### config.mk
export PLATFORM = sky130hd
export DESIGN_NAME = rgb_xyz_pipe_flat
export DESIGN_NICKNAME = d
export VERILOG_FILES = /design/src/rtl/rgb_xyz_pkg.sv /design/src/rtl/rgb_xyz_pipe_if.sv /design/src/rtl/rgb_xyz_lane.sv /design/src/rtl/rgb_xyz_pipe.sv /design/src/flat_wrapper.sv
export SDC_FILE = /design/constraint.sdc
export NUM_CORES = 1
export LEC_CHECK = 0
export ABC_CLOCK_PERIOD_IN_PS = 11780
export BUFFER_PORTS_ARGS = -buffer_cell sky130_fd_sc_hd__buf_2
export CORE_MARGIN = 5
export CORE_UTILIZATION = 30
export CTS_BUF_LIST = sky130_fd_sc_hd__clkbuf_4 sky130_fd_sc_hd__clkbuf_8 sky130_fd_sc_hd__clkbuf_16
export DETAILED_ROUTE_END_ITERATION = 16
export SLEW_MARGIN = 10
export SYNTH_ARGS = -nofsm -noshare
export SYNTH_HDL_FRONTEND = slang
export SYNTH_SLANG_ARGS = --single-unit
### constraint.sdc
create_clock -name Clk -period 11.78 [get_ports Clk]
set_input_delay 2.945 -clock Clk [delete_from_list [all_inputs] [get_ports Clk]]
set_output_delay 2.945 -clock Clk [all_outputs]
set_load 0.01 [all_outputs]
### src/rtl/rgb_xyz_pkg.sv
// ============================================================================
// Module   : rgb_xyz_pkg
// Purpose  : Fixed-point constants and coefficient type for the RGB->XYZ pipe.
// Revision : 1.0  initial release
// ============================================================================
`default_nettype none

package rgb_xyz_pkg;

  localparam int FRAC_W  = 12;
  localparam int ROUND_C = 2048;

  typedef logic [FRAC_W-1:0] coef_t;

  // Unsigned Q0.12 matrix rows X, Y, Z
  localparam coef_t C_XR = 12'd1679;
  localparam coef_t C_XG = 12'd1475;
  localparam coef_t C_XB = 12'd737;
  localparam coef_t C_YR = 12'd860;
  localparam coef_t C_YG = 12'd2908;
  localparam coef_t C_YB = 12'd295;
  localparam coef_t C_ZR = 12'd78;
  localparam coef_t C_ZG = 12'd492;
  localparam coef_t C_ZB = 12'd3891;

endpackage

`default_nettype wire

### src/rtl/rgb_xyz_pipe_if.sv
// ============================================================================
// Module   : rgb_xyz_pipe_if
// Purpose  : Pixel-in / XYZ-out valid-ready bundle for rgb_xyz_pipe.
// Revision : 1.0  initial release
// ============================================================================
`default_nettype none

interface rgb_xyz_pipe_if #(
  parameter int PIX_W = 8,
  parameter int LANES = 1,
  parameter int OUT_W = PIX_W + 1
);

  logic                   in_valid;
  logic                   in_ready;
  logic [LANES*PIX_W-1:0] R_in;
  logic [LANES*PIX_W-1:0] G_in;
  logic [LANES*PIX_W-1:0] B_in;
  logic                   out_valid;
  logic                   out_ready;
  logic [LANES*OUT_W-1:0] X_out;
  logic [LANES*OUT_W-1:0] Y_out;
  logic [LANES*OUT_W-1:0] Z_out;

  modport master (
    output in_valid, R_in, G_in, B_in, out_ready,
    input  in_ready, out_valid, X_out, Y_out, Z_out
  );

  modport slave (
    input  in_valid, R_in, G_in, B_in, out_ready,
    output in_ready, out_valid, X_out, Y_out, Z_out
  );

endinterface

`default_nettype wire

### src/rtl/rgb_xyz_lane.sv
// ============================================================================
// Module   : rgb_xyz_lane
// Purpose  : One pixel lane: registered products, then sum/round(/clamp).
//            Clamp to 2^PIX_W-1 is built when RGB_XYZ_CLAMP_EN is defined.
// Revision : 1.0  initial release
// ============================================================================
`default_nettype none

module rgb_xyz_lane
  import rgb_xyz_pkg::*;
#(
  parameter int PIX_W = 8,
  parameter int OUT_W = PIX_W + 1
) (
  input  wire logic             Clk,
  input  wire logic             Reset_n,
  input  wire logic             en,
  input  wire logic [PIX_W-1:0] r_in,
  input  wire logic [PIX_W-1:0] g_in,
  input  wire logic [PIX_W-1:0] b_in,
  output logic      [OUT_W-1:0] x_out,
  output logic      [OUT_W-1:0] y_out,
  output logic      [OUT_W-1:0] z_out
);

  localparam int PROD_W = PIX_W + FRAC_W;
  localparam int SUM_W  = PIX_W + 14;
  localparam int RND_W  = SUM_W - FRAC_W;

  localparam coef_t COEF [3][3] = '{'{C_XR, C_XG, C_XB},
                                    '{C_YR, C_YG, C_YB},
                                    '{C_ZR, C_ZG, C_ZB}};

`ifdef RGB_XYZ_CLAMP_EN
  localparam logic [RND_W-1:0] MAX_PIX = RND_W'((1 << PIX_W) - 1);
`endif

  logic [PIX_W-1:0]  comp [3];
  logic [PROD_W-1:0] prod_d [3][3];
  logic [PROD_W-1:0] prod_q [3][3];
  logic [OUT_W-1:0]  res_d [3];
  logic [OUT_W-1:0]  res_q [3];
  logic [SUM_W-1:0]  sum;
  logic [RND_W-1:0]  rnd;

  assign comp[0] = r_in;
  assign comp[1] = g_in;
  assign comp[2] = b_in;

  always_comb begin
    sum = '0;
    rnd = '0;
    for (int i = 0; i < 3; i++) begin
      for (int j = 0; j < 3; j++) begin
        prod_d[i][j] = en ? PROD_W'(COEF[i][j]) * PROD_W'(comp[j]) : prod_q[i][j];
      end
      // round-half-up: add half an LSB of the Q0.12 result before dropping fraction
      sum = SUM_W'(prod_q[i][0]) + SUM_W'(prod_q[i][1]) + SUM_W'(prod_q[i][2])
          + SUM_W'(ROUND_C);
      rnd = RND_W'(sum >> FRAC_W);
`ifdef RGB_XYZ_CLAMP_EN
      if (rnd > MAX_PIX) rnd = MAX_PIX;
`endif
      res_d[i] = en ? OUT_W'(rnd) : res_q[i];
    end
  end

  always_ff @(posedge Clk or negedge Reset_n) begin
    if (!Reset_n) begin
      for (int i = 0; i < 3; i++) begin
        res_q[i] <= '0;
        for (int j = 0; j < 3; j++) prod_q[i][j] <= '0;
      end
    end else begin
      for (int i = 0; i < 3; i++) begin
        res_q[i] <= res_d[i];
        for (int j = 0; j < 3; j++) prod_q[i][j] <= prod_d[i][j];
      end
    end
  end

  assign x_out = res_q[0];
  assign y_out = res_q[1];
  assign z_out = res_q[2];

endmodule

`default_nettype wire

### src/rtl/rgb_xyz_pipe.sv
// ============================================================================
// Module   : rgb_xyz_pipe
// Purpose  : 3-stage RGB->XYZ converter, LANES pixels/beat, whole-pipe stall.
//            Optional output clamp selected by RGB_XYZ_CLAMP_EN.
// Revision : 1.0  initial release
// ============================================================================
`default_nettype none

module rgb_xyz_pipe
  import rgb_xyz_pkg::*;
#(
  parameter int PIX_W = 8,
  parameter int LANES = 1,
  parameter int OUT_W = PIX_W + 1
) (
  input  wire logic     Clk,
  input  wire logic     Reset_n,
  rgb_xyz_pipe_if.slave bus
);

  logic                   en;
  logic                   v1_d, v1_q, v2_d, v2_q, v3_d, v3_q;
  logic [LANES*PIX_W-1:0] r_d, r_q, g_d, g_q, b_d, b_q;
  logic [LANES*OUT_W-1:0] x_w, y_w, z_w;

  // Every stage moves together; a full output stage blocks the whole pipe
  assign en           = !v3_q || bus.out_ready;
  assign bus.in_ready = en;

  always_comb begin
    v1_d = v1_q;
    v2_d = v2_q;
    v3_d = v3_q;
    r_d  = r_q;
    g_d  = g_q;
    b_d  = b_q;
    if (en) begin
      v1_d = bus.in_valid;
      v2_d = v1_q;
      v3_d = v2_q;
      r_d  = bus.R_in;
      g_d  = bus.G_in;
      b_d  = bus.B_in;
    end
  end

  always_ff @(posedge Clk or negedge Reset_n) begin
    if (!Reset_n) begin
      v1_q <= 1'b0;
      v2_q <= 1'b0;
      v3_q <= 1'b0;
      r_q  <= '0;
      g_q  <= '0;
      b_q  <= '0;
    end else begin
      v1_q <= v1_d;
      v2_q <= v2_d;
      v3_q <= v3_d;
      r_q  <= r_d;
      g_q  <= g_d;
      b_q  <= b_d;
    end
  end

  for (genvar k = 0; k < LANES; k++) begin : g_lane
    rgb_xyz_lane #(
      .PIX_W (PIX_W),
      .OUT_W (OUT_W)
    ) u_lane (
      .Clk     (Clk),
      .Reset_n (Reset_n),
      .en      (en),
      .r_in    (r_q[k*PIX_W +: PIX_W]),
      .g_in    (g_q[k*PIX_W +: PIX_W]),
      .b_in    (b_q[k*PIX_W +: PIX_W]),
      .x_out   (x_w[k*OUT_W +: OUT_W]),
      .y_out   (y_w[k*OUT_W +: OUT_W]),
      .z_out   (z_w[k*OUT_W +: OUT_W])
    );
  end

  assign bus.out_valid = v3_q;
  assign bus.X_out     = x_w;
  assign bus.Y_out     = y_w;
  assign bus.Z_out     = z_w;

endmodule

`default_nettype wire

### src/flat_wrapper.sv
// flat-port wrapper written by rule: the top's interface ports become plain ports
module rgb_xyz_pipe_flat import rgb_xyz_pkg::*;
#(
  parameter int PIX_W = 8,
  parameter int LANES = 1,
  parameter int OUT_W = PIX_W + 1
)
  (Clk, Reset_n, bus_in_valid, bus_R_in, bus_G_in, bus_B_in, bus_out_ready, bus_in_ready, bus_out_valid, bus_X_out, bus_Y_out, bus_Z_out);
  rgb_xyz_pipe_if #(.PIX_W(PIX_W), .LANES(LANES), .OUT_W(OUT_W)) bus_i ();
  input  wire logic Clk;
  input  wire logic Reset_n;
  input wire logic [$bits(bus_i.in_valid)-1:0] bus_in_valid;
  input wire logic [$bits(bus_i.R_in)-1:0] bus_R_in;
  input wire logic [$bits(bus_i.G_in)-1:0] bus_G_in;
  input wire logic [$bits(bus_i.B_in)-1:0] bus_B_in;
  input wire logic [$bits(bus_i.out_ready)-1:0] bus_out_ready;
  output wire logic [$bits(bus_i.in_ready)-1:0] bus_in_ready;
  output wire logic [$bits(bus_i.out_valid)-1:0] bus_out_valid;
  output wire logic [$bits(bus_i.X_out)-1:0] bus_X_out;
  output wire logic [$bits(bus_i.Y_out)-1:0] bus_Y_out;
  output wire logic [$bits(bus_i.Z_out)-1:0] bus_Z_out;
  assign bus_i.in_valid = bus_in_valid;
  assign bus_i.R_in = bus_R_in;
  assign bus_i.G_in = bus_G_in;
  assign bus_i.B_in = bus_B_in;
  assign bus_i.out_ready = bus_out_ready;
  assign bus_in_ready = bus_i.in_ready;
  assign bus_out_valid = bus_i.out_valid;
  assign bus_X_out = bus_i.X_out;
  assign bus_Y_out = bus_i.Y_out;
  assign bus_Z_out = bus_i.Z_out;
  rgb_xyz_pipe #(.PIX_W(PIX_W), .LANES(LANES), .OUT_W(OUT_W)) u_core (.Clk(Clk), .Reset_n(Reset_n), .bus(bus_i));
endmodule
### Word level (Yosys, flattened, before mapping)

Index checks and enable logic that the tools add are counted.

* bits of input ports: 28
* logic and storage cells: 38
* register bits after elaboration: 210
* output and inout port bits: 29

* reductions and logical operators: 2
* multiply operators: 9
* add/sub/neg operators: 9

Operators with widths (number)
* adder 21 x 12 -> 21 bit (second input constant): 3
* adder 18 x 20 -> 21 bit: 2
* multiplier 11 x 8 -> 19 bit (first input constant): 2
* multiplier 10 x 8 -> 18 bit (first input constant): 2
* adder 20 x 18 -> 21 bit: 1
* adder 21 x 17 -> 21 bit: 1
* adder 19 x 19 -> 20 bit: 1
* multiplier 12 x 8 -> 20 bit (first input constant): 1
* adder 15 x 17 -> 18 bit: 1
* multiplier 9 x 8 -> 17 bit (first input constant): 1
* multiplier 8 x 8 -> 16 bit (first input constant): 1
* multiplier 7 x 8 -> 15 bit (first input constant): 1
* multiplier 6 x 8 -> 14 bit (first input constant): 1
* zero test 1 bit: 1
* logical OR 1 bit: 1

### Logic depth before layout (Yosys ltp)

Gate-level depths: netlist of the first run.

* depth in word-level cells: 3
* gate-level depth with buffers: 16
* gate-level depth less buffers: 16

### Hierarchy

A second synthesis of the first run with hierarchy kept.

* cells, all modules: 2010
* area, all modules: 21368.0 µm²

By module, submodules not included
* rgb_xyz_lane: instances 1, area an instance 20260.7 µm², cells each 1952, seq. area each 4229.1 µm²
* rgb_xyz_pipe: instances 1, area an instance 1107.3 µm², cells each 58, seq. area each 675.6 µm²

### Worst setup path before layout of the first run

OpenSTA, ideal clock, no wires.

* path type: input to output
* start point: in bus_out_ready
* end point: out bus_in_ready
* stages on the path: 6
* required time: 8835 ps
* buffers on the path: 4
* arrival time: 3944 ps
* slack: 4891 ps
* cell sequence: nor2b_1 -> clkbuf_1 -> inv_2 -> buf_2 -> clkbuf_1 -> clkbuf_1

* cells in the longest elaborated chain, start to end: 1

Ends and longest elaborated chain
* start: declaration: RTL line flat_wrapper.sv:16 `input wire logic [$bits(bus_i.out_ready)-1:0] bus_out_ready;`
* logical OR 1 bit: RTL line rgb_xyz_pipe.sv:27 `assign en = !v3_q || bus.out_ready;`
* end: declaration: RTL line flat_wrapper.sv:17 `output wire logic [$bits(bus_i.in_ready)-1:0] bus_in_ready;`

No other way between the ends.

### Worst setup path in the final report of the first run

Ends and elaborated chain as after synthesis.

==> results of run 1 <==
-- area by class of cell --
class | count | area [sq um] | area share (%)
Multi-Input combinational cell | 1641 | 14980 | 64.26
Sequential cell | 196 | 4905 | 21.04
Inverter | 346 | 1306 | 5.603
Tap cell | 940 | 1176 | 5.045
Clock buffer | 18 | 432.9 | 1.857
Timing Repair Buffer | 63 | 355.3 | 1.524
Clock inverter | 14 | 155.1 | 0.6654
Antenna cell | 1 | 2.502 | 0.01073
-- final timing paths --
kind | start | end | depth (start not counted)
hold / removal | u_core.v2_q | u_core.v2_q | 2
hold reg to reg | u_core.v2_q | u_core.v2_q | 2
min in group asynchronous | Reset_n | u_core.g_q[1] | 1
max in group asynchronous | Reset_n | u_core.g_lane[0].u_lane.prod_q[67] | 2
setup reg to reg | u_core.g_q[1] | u_core.g_lane[0].u_lane.prod_q[35] | 14
setup / recovery | bus_out_ready | bus_in_ready | 5
-- per-layer routing --
| layer | wire length (um) | vias to the layer above |
|---|---|---|
| met5 | 13 | - |
| met4 | 1177 | 2 |
| met3 | 1444 | 48 |
| met2 | 23830 | 172 |
| met1 | 24420 | 7299 |
| li1 | - | 7581 |
-- Yosys cell counts, types with 18 or more instances --
| cell | count |
|---|---|
| sky130_fd_sc_hd__xor2_1 | 47 |
| sky130_fd_sc_hd__xnor2_1 | 50 |
| sky130_fd_sc_hd__ha_1 | 421 |
| sky130_fd_sc_hd__a21o_1 | 48 |
| sky130_fd_sc_hd__inv_1 | 345 |
| sky130_fd_sc_hd__o21ai_0 | 85 |
| sky130_fd_sc_hd__nand2_1 | 199 |
| sky130_fd_sc_hd__a21oi_1 | 149 |
| sky130_fd_sc_hd__o21ai_1 | 21 |
| sky130_fd_sc_hd__nand3_1 | 22 |
| sky130_fd_sc_hd__o31ai_1 | 19 |
| sky130_fd_sc_hd__o21a_1 | 18 |
| sky130_fd_sc_hd__nor3_1 | 22 |
| sky130_fd_sc_hd__a211oi_1 | 20 |
| sky130_fd_sc_hd__dfrtp_1 | 196 |
| sky130_fd_sc_hd__nor2_1 | 135 |
| sky130_fd_sc_hd__clkbuf_1 | 43 |
| sky130_fd_sc_hd__fa_1 | 185 |
-- registers in the layout (all words and copies together), names as in the netlist --
name	count
u_core.b_q	8
u_core.bus.out_valid	1
u_core.g_lane.u_lane.prod_q	142
u_core.g_lane.u_lane.x_out	9
u_core.g_lane.u_lane.y_out	9
u_core.g_lane.u_lane.z_out	9
u_core.g_q	8
u_core.r_q	8
u_core.v1_q	1
u_core.v2_q	1
-- tightest hold or removal path, stage by stage, from the launching register on --
cell	delay [ns]
sky130_fd_sc_hd__dfrtp_1	0.34
sky130_fd_sc_hd__nand2_1	0.05
sky130_fd_sc_hd__nand2_1	0.05
-- metrics by stage --
stage	util (%)	instance area [sq um]	hold WS (ns)
after floorplan	-	21360	0.4300
after global placement	32.34	22720	0.4400
after detailed placement	32.34	22720	0.4546
after CTS	33.17	23310	0.4737
after global routing	33.17	23310	0.4994
final	33.18	23310	0.4651
-- logic make-up after synthesis --
| family | Yosys count | synth area share [%] |
|---|---|---|
| compound gates | 453 | 13.61 |
| flops | 196 | 22.96 |
| fa+ha+maj | 606 | 42.00 |
| simple gates | 476 | 10.08 |
| xor+xnor | 97 | 3.977 |
| buf+inv | 394 | 6.935 |
| mux | 9 | 0.4393 |
==> run summary, run 1 <==
Total number of yosys warnings: 0. The tool flagged a number of max-cap violations equal to 0. The HPWL after detailed placement is 41350 um. Wires add up to 50890 um. The type of the most critical hold path was flop to flop.

The data required time at the worst endpoint came out at 8.84 ns. The number of resized instances in the post-cts repair step came out at 0. The die is 276.8 um tall. Of the synthesized area, sequential elements account for 22.96%. The run gives 0 ns as the final total negative setup slack. The setup slack at placement is 4.706 ns, and the final setup violation count is 0. The H-tree was split into 4 levels.

The congestion estimate from routability-driven global placement came to 0.8499. The run gives 0 as the total congestion overflow. The headroom to the max-slew limit is 40.84%. For this run, the number of standard cells in the final layout without fillers is 3219. The maximum clock rate is 0.1418 GHz.

The library cells used most frequently in the layout, excluding fill and tap cells, are sky130_fd_sc_hd__ha_1, sky130_fd_sc_hd__inv_1, sky130_fd_sc_hd__nand2_1. The smallest clock period supported by the final layout is computed as 7.053 ns. The tools report the via count as 15102.

Global-route layer with the greatest usage: met2. Overall routing resource usage: 13.66%. For this run, the slowest stage of the critical path takes 0.46 ns. The proportion of register bits with asynchronous set or reset after synthesis was 100.0%. The detail-routed net length per standard cell came out at 15.81 um. The category of the critical setup timing path is primary input to output pin. In this run the worst path has a maximum fanout of 47. A synthesized cell averages 9.574 sq um.

Traced cell by cell, the critical path runs through buf_2 -> nor2b_4 -> buf_4 -> inv_8 -> buf_2. For this run, global-route usage on met3 was measured as 2.226%. Summed over all instances, the cell type with the most area after synthesis is sky130_fd_sc_hd__ha_1.

The number of buffer and inverter instances along the worst setup path works out to 4. The tree is rooted in a sky130_fd_sc_hd__clkbuf_16. The layout has 7231 filler cells. Critical path launch point type: a primary input.

In this run the biggest area consumer among cell types represents 24.66% of the synthesized area. Counting flops with a built-in enable in the synthesized netlist gives 0. Global routing consumed, on the met1 layer, 18.63% of the routing resources. For the post-CTS setup repair buffer count, the log shows 0.

The run finished with clean final reports. The tools report the final antenna-violating net count as 0. STA classifies the critical path endpoint as an output pin.

For the worst setup path, the data arrival time is 4.11 ns. Buffers inserted to repair hold after CTS numbered 0. The number of antenna violations at the first check in global routing is 2. The run gives 22.47% as the met2 routing resource usage after global routing. TritonCTS built the clock tree. In the finished design, the share of the clock period the worst path needs comes to 59.88%. The library cell used most frequently in the layout, excluding fill and tap cells, is sky130_fd_sc_hd__ha_1.

57 I/O pins were placed. The count of buffers added on input and output ports is 56. The run gives 21360 sq um as the netlist area before placement. The cell repeated most along the worst path was sky130_fd_sc_hd__buf_2. The logs give 0 for the residual DRC count and 84200 um for the first-pass GRT wire length.

After synthesis, the cell types taking the most area are sky130_fd_sc_hd__ha_1, sky130_fd_sc_hd__dfrtp_1, sky130_fd_sc_hd__fa_1, sky130_fd_sc_hd__inv_1, sky130_fd_sc_hd__nand2_1. The run gives 2865 as the number of nets in the synthesized netlist. The number of placement rows was 97; the starting density of the core was 30.40%.

The critical path's slowest cell is sky130_fd_sc_hd__buf_4. The via count of the first global-routing pass was 15517. The final hold violation count is 0. The area inside the core boundary is 70270 sq um.

Relative to the synthesized area, the layout overhead comes to 9.150%. For the pin with the worst max-slew slack, the measured transition is 0.8874 ns. Measured along the x axis, the die boundary spans 276.8 um.

Among all flip-flop cells after synthesis, the most frequent one is sky130_fd_sc_hd__dfrtp_1. The clock drives 196 sinks. The detailed router finished its first iteration with 799 violations. At the end of the flow, the number of nets in the layout was 2899. Clock skew on the completed layout was measured at 0.01563 ns.

Number of different library cells in the post-synthesis netlist: 74. In this run, placement finished with an instance count of 3186. The share of post-route cells with drive strength above 1 came out at 5.970%. The number of flip-flops and latches in the synthesized netlist came out at 196. The final max-slew violation count was 0; the maximum buffer depth of the clock tree was 2. Clock latency on the worst-skew pair, taken at its later pin, is 0.50 ns. Setup slack on the worst reg-to-reg path comes out at 6.64 ns. In the routed layout, each cell is associated on average with a via count of 4.692. Worst setup margin: 4.727 ns. Before antenna repair, the detailed router went through 5 iterations. The run gives 17 as the clock buffer count from CTS.

Setup repair after global routing left no endpoint under its margin. Synthesis produced a netlist whose cell count is 2231. The clock input transition at the sequential cells of the worst setup and hold paths came out at 0.08 ns. The maximum number of pins on one net before global-route repair was 135. In this design, the largest share of critical-path delay is due to buffers and inverters. The run gives 76640 sq um as the area of the die.
Power of run 1 is left out: the tool's default activity adds up to more than one toggle a clock period on the data nets, which glitch-free logic cannot reach.
==> run 2, diff against run 1 <==
Settings changed: ABC_CLOCK_PERIOD_IN_PS 11780 to 7200.
Clock period 11.78 ns to 7.2 ns, I/O delays scaled along.
==> run 2 against run 1 <==
  * Clock skew is essentially flat
  * Hold slack gained 0.0031 ns
  * Sequential cell count is the same
  * Clock-buffer cell count shrank 1
  * Via count grew 0.12%
  * Die area is the same
  * Non-clock buffer count shrank 2
  * Setup slack lost 2.2 ns
  * Cell count is essentially flat
  * Critical path depth grew 10
==> run summary, run 2 (synthesized netlist as in run 1, its figures left out) <==
The logs give 15518 for the via count of the first global-routing pass and 0.8442 for the placer congestion estimate. The depth of the worst register-to-register path was 15; the worst clock skew was 0.01549 ns. The run gives 4 as the level count of the clock H-tree.

Die extent in y: 276.8 um. By startpoint and endpoint, the worst setup path is classified as flop to flop. The tools report the sort of element at the end of the critical path as a flop.

Final max-slew violation count: 0. The worst hold path depth was 1. The transition at the pin with the smallest max-transition slack is 0.8649 ns, and the overall routing resource usage is 13.75%. Global routing finished with a remaining overflow of 0. The clock net in this run drives a total of 196 sinks. The growth of design area from synthesis to finish came out at 9.056%. The run gives 7 as the total iterations of the first detailed-routing run. Setup violations remaining at the end of the flow were counted as 0.

Cells with a size suffix above 1 make up 5.888% of the layout. After detailed routing, the average wire length per cell comes to 16.02 um. The placed wire-length estimate after detailed placement was 42130 um.

During placement, the flow inserted port buffers numbering 56. The number of nets in the finished design was 2897. The critical path launch point type is a flop. The first global-routing pass estimated 84130 um of wire. The run gives 0 as the count of hold-fix buffers inserted at cts. Setup repair after global routing left no endpoint under its margin. The number of resized instances in the post-cts repair step came out at 0.

The chip width was 276.8 um. The maximum buffer depth of the clock tree came out at 2. TritonCTS built the clock tree. The library cells used most frequently in the layout, excluding fill and tap cells, are sky130_fd_sc_hd__ha_1, sky130_fd_sc_hd__inv_1, sky130_fd_sc_hd__nand2_1. The tools report the cell at the root of the clock tree as sky130_fd_sc_hd__clkbuf_16. The flow ran to the end, and the final reports show no timing, DRC or antenna violations. The final critical delay including setup and external delays is 4.692 ns, and the number of placement rows is 97.

The clock insertion delay at the later pin of the skew report was 0.49 ns. The filler cells instantiated in the layout total 7214. Once detail routing completed, the nets flagged for antenna violations numbered 0.

The clock input transition at the sequential cells of the worst setup and hold paths is 0.09 ns, and the final hold violation count is 0. The area of the die is 76640 sq um. Data on the critical path is required at its endpoint by 7.53 ns. Entering global routing, the biggest net connects 178 pins. The maximum clock rate is 0.2131 GHz, and the number of antenna violations at the first check in global routing is 3. The logs give 5.03 ns for the critical path arrival and 633 for the number of DRC markers in iteration 0. Max-cap violations in this run came to 0.

For the final total negative setup slack, the log shows 0 ns. The residual DRC count came out at 0. The register with the most flip-flops in the layout has 142 of them.

The routed via count divided by cell count is 4.699. Buffers added to address setup during post-CTS repair amount to 0. The worst path uses 65.17% of the clock period.

The commonest non-fill, non-tap cell in the layout was sky130_fd_sc_hd__ha_1. The top-level port count was 57. The logs give 17 for the clock buffer count from CTS and 30.40% for the starting density of the core. For this block, the routed nets add up to 51560 um of wire.

In this run the standard cell core region covers 70270 sq um. Measured against its own limit, the worst slew margin works out to 42.34%. Summing over every cut layer, the via total after detailed routing is 15120.

u_core.g_lane.u_lane.prod_q holds more flip-flops than any other register. In this run the worst path has a maximum fanout of 10. Type of the most critical hold path: flop to flop.
run 2: cell type report:
class	count	area, sq um	area share (%)
clock inverters	15	142.6	0.6123
flip-flops and latches	196	4905	21.05
multi-input cells	1641	14980	64.31
repair buffers	61	352.8	1.515
diodes	2	5.005	0.02148
inverters	346	1306	5.607
well taps	940	1176	5.049
clock buffers	17	425.4	1.826
run 2: per-layer routing:
layer,vias to the layer above,GRT usage [%],share of wire [%]
li1,7592,-,-
met1,7280,18.55,48
met2,195,22.22,46
met3,51,2.908,3.8
met4,2,4.307,2.8
met5,-,0,0.025
run 2: through the flow:
stage          setup WS (ns)  std cells  utilization, %  hold slack (ns)  cell area (sq um)
6_report               2.508       3218           33.15           0.4682              23290
5_1_grt                2.215       3216           33.14           0.4968              23290
4_1_cts                2.505       3216           33.14           0.4737              23290
3_5_place_dp           2.532       3184           32.33           0.4550              22720
3_3_place_gp           2.571       3184           32.33           0.4403              22720
2_1_floorplan          2.601       2231               -           0.4300              21360
run 2: final timing paths:
path                          startpoint                                   to  slack, ns
max                        u_core.g_q[1]   u_core.g_lane[0].u_lane.prod_q[36]       2.51
min                          u_core.v2_q                 u_core.bus.out_valid       0.47
max reg2reg                u_core.g_q[1]   u_core.g_lane[0].u_lane.prod_q[36]       2.51
min reg2reg                  u_core.v2_q                 u_core.bus.out_valid       0.47
max in group asynchronous        Reset_n  u_core.g_lane[0].u_lane.prod_q[126]       4.83
min in group asynchronous        Reset_n                        u_core.r_q[1]       1.26
run 2: worst max-delay path: stages (launching register included):
cell	delay (ns)
sky130_fd_sc_hd__dfrtp_1	0.64
sky130_fd_sc_hd__inv_1	0.19
sky130_fd_sc_hd__fa_1	0.59
sky130_fd_sc_hd__fa_1	0.56
sky130_fd_sc_hd__inv_1	0.05
sky130_fd_sc_hd__fa_1	0.52
sky130_fd_sc_hd__inv_1	0.05
sky130_fd_sc_hd__fa_1	0.49
sky130_fd_sc_hd__inv_1	0.04
sky130_fd_sc_hd__ha_1	0.33
sky130_fd_sc_hd__or3_1	0.38
sky130_fd_sc_hd__o21ai_0	0.12
sky130_fd_sc_hd__a21oi_1	0.09
sky130_fd_sc_hd__a31oi_1	0.23
sky130_fd_sc_hd__xnor2_1	0.15
sky130_fd_sc_hd__a21oi_1	0.09
Power of run 2 is left out for the same reason.
